### src/rtl/vga_timing_gen.sv
`default_nettype none
// ============================================================================
// Module   : vga_timing_gen
// Purpose  : Parametrised VGA raster timing generator with a clock-enable pixel
//            divider and an optional tick-aligned delay on sync/blank.
// Revision : 1.0
// ============================================================================
module vga_timing_gen #(
    parameter int CLK_DIV    = 2,
    parameter int H_VISIBLE  = 640,
    parameter int H_FRONT    = 16,
    parameter int H_SYNC     = 96,
    parameter int H_BACK     = 48,
    parameter int V_VISIBLE  = 480,
    parameter int V_FRONT    = 10,
    parameter int V_SYNC     = 2,
    parameter int V_BACK     = 33,
    parameter int HS_POL     = 0,
    parameter int VS_POL     = 0,
    parameter int PIPE_DELAY = 0,
    parameter int COORD_W    = 10
) (
    input  logic               clock_50,
    input  logic               reset_key,
    input  logic               enable,
    output logic               pixel_tick,
    output logic [COORD_W-1:0] pixel_x,
    output logic [COORD_W-1:0] pixel_y,
    output logic               video_on,
    output logic               vga_hs,
    output logic               vga_vs,
    output logic               line_start,
    output logic               frame_start
);

    localparam int c_H_TOTAL = H_VISIBLE + H_FRONT + H_SYNC + H_BACK;
    localparam int c_V_TOTAL = V_VISIBLE + V_FRONT + V_SYNC + V_BACK;
    localparam int c_DIV_W   = (CLK_DIV > 1) ? $clog2(CLK_DIV) : 1;

    localparam logic [c_DIV_W-1:0] c_DIV_MAX = c_DIV_W'(CLK_DIV - 1);
    localparam logic [COORD_W-1:0] c_H_LAST  = COORD_W'(c_H_TOTAL - 1);
    localparam logic [COORD_W-1:0] c_V_LAST  = COORD_W'(c_V_TOTAL - 1);
    localparam logic [COORD_W-1:0] c_H_VIS   = COORD_W'(H_VISIBLE);
    localparam logic [COORD_W-1:0] c_V_VIS   = COORD_W'(V_VISIBLE);
    localparam logic [COORD_W-1:0] c_HS_BEG  = COORD_W'(H_VISIBLE + H_FRONT);
    localparam logic [COORD_W-1:0] c_HS_END  = COORD_W'(H_VISIBLE + H_FRONT + H_SYNC);
    localparam logic [COORD_W-1:0] c_VS_BEG  = COORD_W'(V_VISIBLE + V_FRONT);
    localparam logic [COORD_W-1:0] c_VS_END  = COORD_W'(V_VISIBLE + V_FRONT + V_SYNC);
    localparam logic               c_HS_ON   = 1'(HS_POL);
    localparam logic               c_VS_ON   = 1'(VS_POL);
    localparam logic               c_HS_OFF  = ~c_HS_ON;
    localparam logic               c_VS_OFF  = ~c_VS_ON;

    logic [c_DIV_W-1:0] r_div;
    logic [COORD_W-1:0] r_x;
    logic [COORD_W-1:0] r_y;
    logic               r_vid;
    logic               r_hs;
    logic               r_vs;
    logic               r_ls;
    logic               r_fs;

    logic               w_tick;
    logic               w_x_wrap;
    logic [COORD_W-1:0] w_x_next;
    logic [COORD_W-1:0] w_y_next;
    logic               w_vid_next;
    logic               w_hs_act;
    logic               w_vs_act;
    logic [2:0]         w_dly_out;

    // Tick is gated by reset so CLK_DIV=1 does not show a tick while held in reset.
    assign w_tick = reset_key & enable & (r_div == c_DIV_MAX);

    always_ff @(posedge clock_50 or negedge reset_key) begin
        if (!reset_key) begin
            r_div <= '0;
        end else if (!enable || (r_div == c_DIV_MAX)) begin
            r_div <= '0;
        end else begin
            r_div <= r_div + 1'b1;
        end
    end

    always_comb begin
        w_x_wrap   = (r_x == c_H_LAST);
        w_x_next   = w_x_wrap ? '0 : r_x + 1'b1;
        w_y_next   = r_y;
        if (w_x_wrap) begin
            w_y_next = (r_y == c_V_LAST) ? '0 : r_y + 1'b1;
        end
        w_vid_next = (w_x_next < c_H_VIS) && (w_y_next < c_V_VIS);
        w_hs_act   = (w_x_next >= c_HS_BEG) && (w_x_next < c_HS_END);
        w_vs_act   = (w_y_next >= c_VS_BEG) && (w_y_next < c_VS_END);
    end

    // Flags are decoded from the count being loaded so they line up with pixel_x/pixel_y.
    always_ff @(posedge clock_50 or negedge reset_key) begin
        if (!reset_key) begin
            r_x   <= '0;
            r_y   <= '0;
            r_vid <= 1'b0;
            r_hs  <= c_HS_OFF;
            r_vs  <= c_VS_OFF;
            r_ls  <= 1'b0;
            r_fs  <= 1'b0;
        end else begin
            r_ls <= 1'b0;
            r_fs <= 1'b0;
            if (w_tick) begin
                r_x   <= w_x_next;
                r_y   <= w_y_next;
                r_vid <= w_vid_next;
                r_hs  <= w_hs_act ? c_HS_ON : c_HS_OFF;
                r_vs  <= w_vs_act ? c_VS_ON : c_VS_OFF;
                r_ls  <= (w_x_next == '0);
                r_fs  <= (w_x_next == '0) && (w_y_next == '0);
            end
        end
    end

    generate
        if (PIPE_DELAY == 0) begin : g_direct
            assign w_dly_out = {r_vid, r_hs, r_vs};
        end else begin : g_pipe
            logic [2:0] r_stage [PIPE_DELAY];

            always_ff @(posedge clock_50 or negedge reset_key) begin
                if (!reset_key) begin
                    for (int i = 0; i < PIPE_DELAY; i++) begin
                        r_stage[i] <= {1'b0, c_HS_OFF, c_VS_OFF};
                    end
                end else if (w_tick) begin
                    r_stage[0] <= {r_vid, r_hs, r_vs};
                    for (int i = 1; i < PIPE_DELAY; i++) begin
                        r_stage[i] <= r_stage[i-1];
                    end
                end
            end

            assign w_dly_out = r_stage[PIPE_DELAY-1];
        end
    endgenerate

    assign pixel_tick  = w_tick;
    assign pixel_x     = r_x;
    assign pixel_y     = r_y;
    assign video_on    = w_dly_out[2];
    assign vga_hs      = w_dly_out[1];
    assign vga_vs      = w_dly_out[0];
    assign line_start  = r_ls;
    assign frame_start = r_fs;

endmodule
`default_nettype wire

### config.mk
export PLATFORM = sky130hd
export DESIGN_NAME = vga_timing_gen
export DESIGN_NICKNAME = d
export VERILOG_FILES = /design/src/rtl/vga_timing_gen.sv
export SDC_FILE = /design/constraint.sdc
export NUM_CORES = 1
export LEC_CHECK = 0
export ABC_AREA = 1
export CORE_MARGIN = 10
export CORE_UTILIZATION = 43
export DETAILED_ROUTE_END_ITERATION = 10
export GPL_ROUTABILITY_DRIVEN = 1
export GPL_TIMING_DRIVEN = 0
export PLACE_DENSITY = 0.69
export SLEW_MARGIN = 10
export SYNTH_ARGS = -nofsm -noshare
export SYNTH_HDL_FRONTEND = slang
export SYNTH_SLANG_ARGS = --single-unit
export TNS_END_PERCENT = 30
### constraint.sdc
create_clock -name clock_50 -period 1.67 [get_ports clock_50]
set_input_delay 0.167 -clock clock_50 [delete_from_list [all_inputs] [get_ports clock_50]]
set_output_delay 0.167 -clock clock_50 [all_outputs]
set_load 0.05 [all_outputs]
# --- Word level (Yosys, flattened, before mapping) ---
# Index checks and enable logic that the tools add are counted.
# W data, S select, Z words.
word_totals:
  regBits: 26
  word_cells: 37
  in_bits: 3
  out_inout_bits: 26
op_classes:
  addsub: 3
  n_lt_le_gt_ge: 6
  reduce_logical: 8
  bitwise: 2
  eq_ne: 2
  mux: 8
ops:
  columns: ["cell", "n"]
  rows:
  - ["$mux W10", 3]
  - ["$add A10 B1 Y10 const B", 2]
  - ["$eq A10 B10 Y1 const B", 2]
  - ["$logic_not A10 Y1", 2]
  - ["$lt A10 B10 Y1 const B", 2]
  - ["$lt A10 B9 Y1 const B", 2]
  - ["$ge A10 B10 Y1 const B", 1]
  - ["$ge A10 B9 Y1 const B", 1]
  - ["$mux W1", 5]
  - ["$logic_and A1 B1 Y1", 4]
  - ["$and A1 B1 Y1", 2]
  - ["$add A1 B1 Y1 const B", 1]
  - ["$logic_not A1 Y1", 1]
  - ["$logic_or A1 B1 Y1", 1]

# --- Logic depth before layout (Yosys ltp) ---
logic_depth:
  ltp_word: 6
  ltp_mapped: 13
  depth_no_buf: 13

# --- Worst setup path before layout ---
# Ideal clock, no wire load.
synth_path:
  path_type: "register to register"
  start: "register r_x[0], in the netlist pixel_x[0]"
  end: "register r_fs, in the netlist frame_start"
  path_buffers: 0
  setup_time_ps: 69
  synth_period_minus_slack_ps: 2047
  path_stages_with_launch: 10
  setup_slack_ps: -377
  arrival_time_ps: 1979
  required_ps: 1601
  path_cell_list: "dfrtp_1 > ha_1 > nand4_2 > nor2_8 > nand2_1 > xor2_1 > nand2_2 > nor2_2 > nand2_1 > nor2_2"
synth_via:
  elab_chain_cells: 5
  elab_cells_between_ends: 8
  cone_classes: "1 x add/sub; 1 x eq/ne; 3 x mux; 3 x reduce/logical"
synth_lines:
  columns: ["item", "line_no", "source"]
  rows:
  - ["from (decl)", "55", "logic [COORD_W-1:0] r_x;"]
  - ["from (signal assigned)", "111", "r_x <= w_x_next;"]
  - ["$add A10 B1 Y10 / $eq A10 B10 Y1 (equally long branches)", "87, 86", null]
  - ["$mux W10 (on tied branches)", "87, 89", null]
  - ["$logic_not A10 Y1", "117", "r_fs <= (w_x_next == '0) && (w_y_next == '0);"]
  - ["$logic_and A1 B1 Y1 *", "117", null]
  - ["$mux W1 *", "110", "if (w_tick) begin"]
  - ["to (signal assigned)", "117", null]
  - ["to (decl)", "61", "logic r_fs;"]
# Mark *: on every way between the ends. The rest lies on a longest branch, timed or not.
# A chain may end at the register's enable or synchronous reset.

# --- Worst setup path in the final report ---
# Same ends and word-level chain as after synthesis.

==> summary.txt <==
Detailed routing
  – DR iter-0 viols: 108
  – DR vias/cell: 5.30
  – Post-Route WL: 5430 µm
  – Detailed-route DRC error count: 0
  – Remaining antenna violation count: 0
  – Number of vias after detailed routing: 1898
  – Wire per inst: 15.2 µm
  – First-pass iteration count of the detailed router: 4

Worst setup path
  – Most common cell on crit path: nor2_4
  – FF-to-FF setup slack: -0.11 ns
  – Kind of critical path: flip-flop to flip-flop
  – Delay-heaviest family, CP: simple AND/OR/NAND/NOR gates
  – Worst Path Arrival: 1.96 ns
  – Critical Path Sink Type: flip-flop
  – Highest net fanout along the worst path: 7
  – Cell type of the slowest stage on the worst timing path: dfrtp_2
  – Number of buffer and inverter instances along the worst setup path: 0
  – List of cells traversed by the critical path: ha_4 -> nand2_4 -> nor2_4 -> nand3_2 -> nor2_4 -> nand3_2 -> nand2_2 -> nor2_4 -> and2_4 -> nand2_2 -> nor2_2
  – Worst path required time: 1.85 ns
  – CP max stage delay: 0.45 ns
  – Kind of start point of the critical path: flip-flop

Floorplan
  – Die span in x: 86.2 µm
  – Floorplan core area: 4290 µm²
  – Die Height: 86.2 µm
  – IO Count: 29
  – Overall die area: 7440 µm²
  – Effective utilization at floorplan: 43.9%
  – FP Rows: 24

STA
  – Crit share post-route: 107%
  – Final-report hold violation count: 0
  – Setup Skew: 0.00799 ns
  – Maximum frequency from static timing analysis: 561 MHz
  – Post-layout minimum cycle time: 1.78 ns
  – RSZ-0062 raised after global routing: true
  – Slew Viols, Final: 0
  – Setup ws final: -0.113 ns
  – Transition time at the pin with the least slew margin: 0.499 ns
  – # setup viols final: 6
  – Normalized max-slew margin: 66.7%

Run status
  – Result of the run: finished, violations left
  – Violated checks: negative setup slack

Pwr
  – Worst vdd rail ir drop: 0.619 mV
  – Total chip power: 2.51 mW
  – Power density of the placed cells: 984 nW/µm²
  – Lkg Pwr: 1.19 nW

Synth
  – Async SR Flop Fraction: 100%
  – Post-synth top flop: dfrtp_1
  – Number of flops mapped to enable cells by yosys: 0
  – Net count after synthesis: 270
  – Total of warnings raised by yosys: 0
  – Cells after Synth: 263
  – Summed instance area of the synthesized netlist: 1890 µm²
  – Count of different cell masters after synthesis: 32
  – Number of storage elements in the synthesis netlist: 26
  – Mean post-synth cell area: 7.17 µm²
  – Sequential area share after synthesis: 34.6%

Clocking
  – Root Driver: clkbuf_8
  – Largest buffer count on any clock path: 2
  – Clock tree from TritonCTS: done
  – Worst skew pair latency: 0.27 ns
  – H-Tree Level Count: 1
  – Clk slew on worst S/H paths: 0.10 ns
  – Clock sink count: 26
  – Number of buffers added by the clock tree synthesis step: 3

Global route
  – Global-route total usage across every layer: 14.0%
  – Overflow after GRT: 0
  – Pin count of the biggest net entering global routing: 25
  – Initial antenna violation count: 0
  – Wire length of the first global-routing pass: 8600 µm
  – Vias in the first global route: 1853

Layout
  – Most used cells in the layout excluding fill and tap cells: 63 x nand2_1, 30 x inv_1, 20 x o21ai_0, 20 x dlygate4sd2_1, 19 x nor2_1
  – Number of fillers in the final layout: 402
  – Sequential cell area: 669 µm²
  – Antenna Cells: 0
  – Number of nets in the layout: 314
  – Area of the multi-input gates: 1210 µm²
  – Proportion of layout cells with a drive suffix above 1: 32.4%
  – Syn-to-layout area delta: 35.2%
  – Leading cell type in the layout, fill and taps excluded: nand2_1

Worst hold path
  – Class of the most critical hold timing path: primary input to flip-flop

Placed design
  – Quantity of I/O buffers inserted on ports: 28
  – Detailed-placement wirelength estimate: 3700 µm
  – Placer congestion estimate: 0.848
  – Pre-CTS setup slack: -1.18 ns

Job
  – Number of max-capacitance violations reported: 0
cells by family (layout without fill, tap and decap cells):
group                    count (synthesis)  after routing  synth area share, %
AO/OA/AOI/OAI                           28             28                 7.63
buffers and inverters                   42             85                 8.89
flip-flops                              26             26                 34.6
XOR/XNOR                                 3              3                 1.39
adder cells (fa/ha/maj)                  4              4                 2.65
AND/OR/NAND/NOR                        160            160                 44.8
per-layer routing:
metal,vias up,global-route usage (%),part of all wire (%),wire (µm)
met4,0,5.01,2.0,108
met1,903,16.1,41,2210
li1,929,-,-,-
met2,55,23.7,50,2720
met5,-,0,0,0
met3,11,4.69,7.1,384
worst min-delay path: stages:
cell and delay (ns):
buf_4 0.09, and3_1 0.20, nand2_1 0.08, o21a_1 0.10
area by class of cell:
cell class | instances | area share (%)
sequential | 26 | 26.2
multi-input combinational | 195 | 47.6
timing repair buffer | 39 | 13.8
clock inverter | 1 | 1.18
inverter | 36 | 5.49
tap | 52 | 2.55
clock buffer | 3 | 1.62
buffer | 6 | 1.57
synthesized netlist by cell type, drive strengths merged, types with 2 or more instances:
cell type,count,area [µm²]
nand4,12,96.3
nand2,79,319
a21oi,2,10.0
dfstp,2,52.6
buf,2,15.0
ha,4,50.1
xor2,2,17.5
clkbuf,4,15.0
nor2,38,224
inv,36,138
nand3,24,163
nand3b,2,15.0
o21ai,24,120
nor3,2,10.0
dfrtp,24,601
power by group:
part	leakage, nW	switching, mW	internal [mW]
registers	0.315	0.157	0.728
clock network	0.0357	0.205	0.321
logic	0.840	0.733	0.365
flip-flops by register name (all words and copies together) (netlist names):
| register | cells |
|---|---|
| pixel_x | 10 |
| line_start | 1 |
| r_div | 1 |
| video_on | 1 |
| vga_hs | 1 |
| vga_vs | 1 |
| pixel_y | 10 |
| frame_start | 1 |
what timing repair did:
action                                 in CTS  in global routing
endpoints found under the hold margin      24                  0
setup endpoints to repair                  33                 11
pin swaps                                   2                 16
resized for setup                          31                 32
hold buffers                                2                  0
setup buffers                               0                  9
metrics by stage:
step | cells | utilization [%] | cell area (µm²) | hold slack (ns) | setup TNS (ns)
2_1_floorplan | 263 | - | 1950 | -0.129 | -0.0921
3_3_place_gp | 343 | 53.4 | 2290 | 0.406 | -34.23
3_5_place_dp | 343 | 53.3 | 2290 | 0.221 | -6.74
4_1_cts | 349 | 55.2 | 2370 | 0.382 | -0.122
5_1_grt | 358 | 59.4 | 2550 | 0.432 | -1.25
6_report | 358 | 59.4 | 2550 | 0.401 | -0.393
worst paths after layout:
path / cells after the start / from / end
setup reg to reg: 11 / pixel_x[0]$_DFFE_PN0P_ / frame_start$_DFF_PN0_
hold / removal: 4 / reset_key / pixel_x[2]$_DFFE_PN0P_
max in group asynchronous: 3 / reset_key / pixel_y[1]$_DFFE_PN0P_
min in group asynchronous: 2 / reset_key / vga_hs$_DFFE_PN1P_
setup / recovery: 11 / pixel_x[0]$_DFFE_PN0P_ / frame_start$_DFF_PN0_
hold reg to reg: 1 / r_div$_DFF_PN0_ / r_div$_DFF_PN0_
Power figures use the tool's default switching activity.
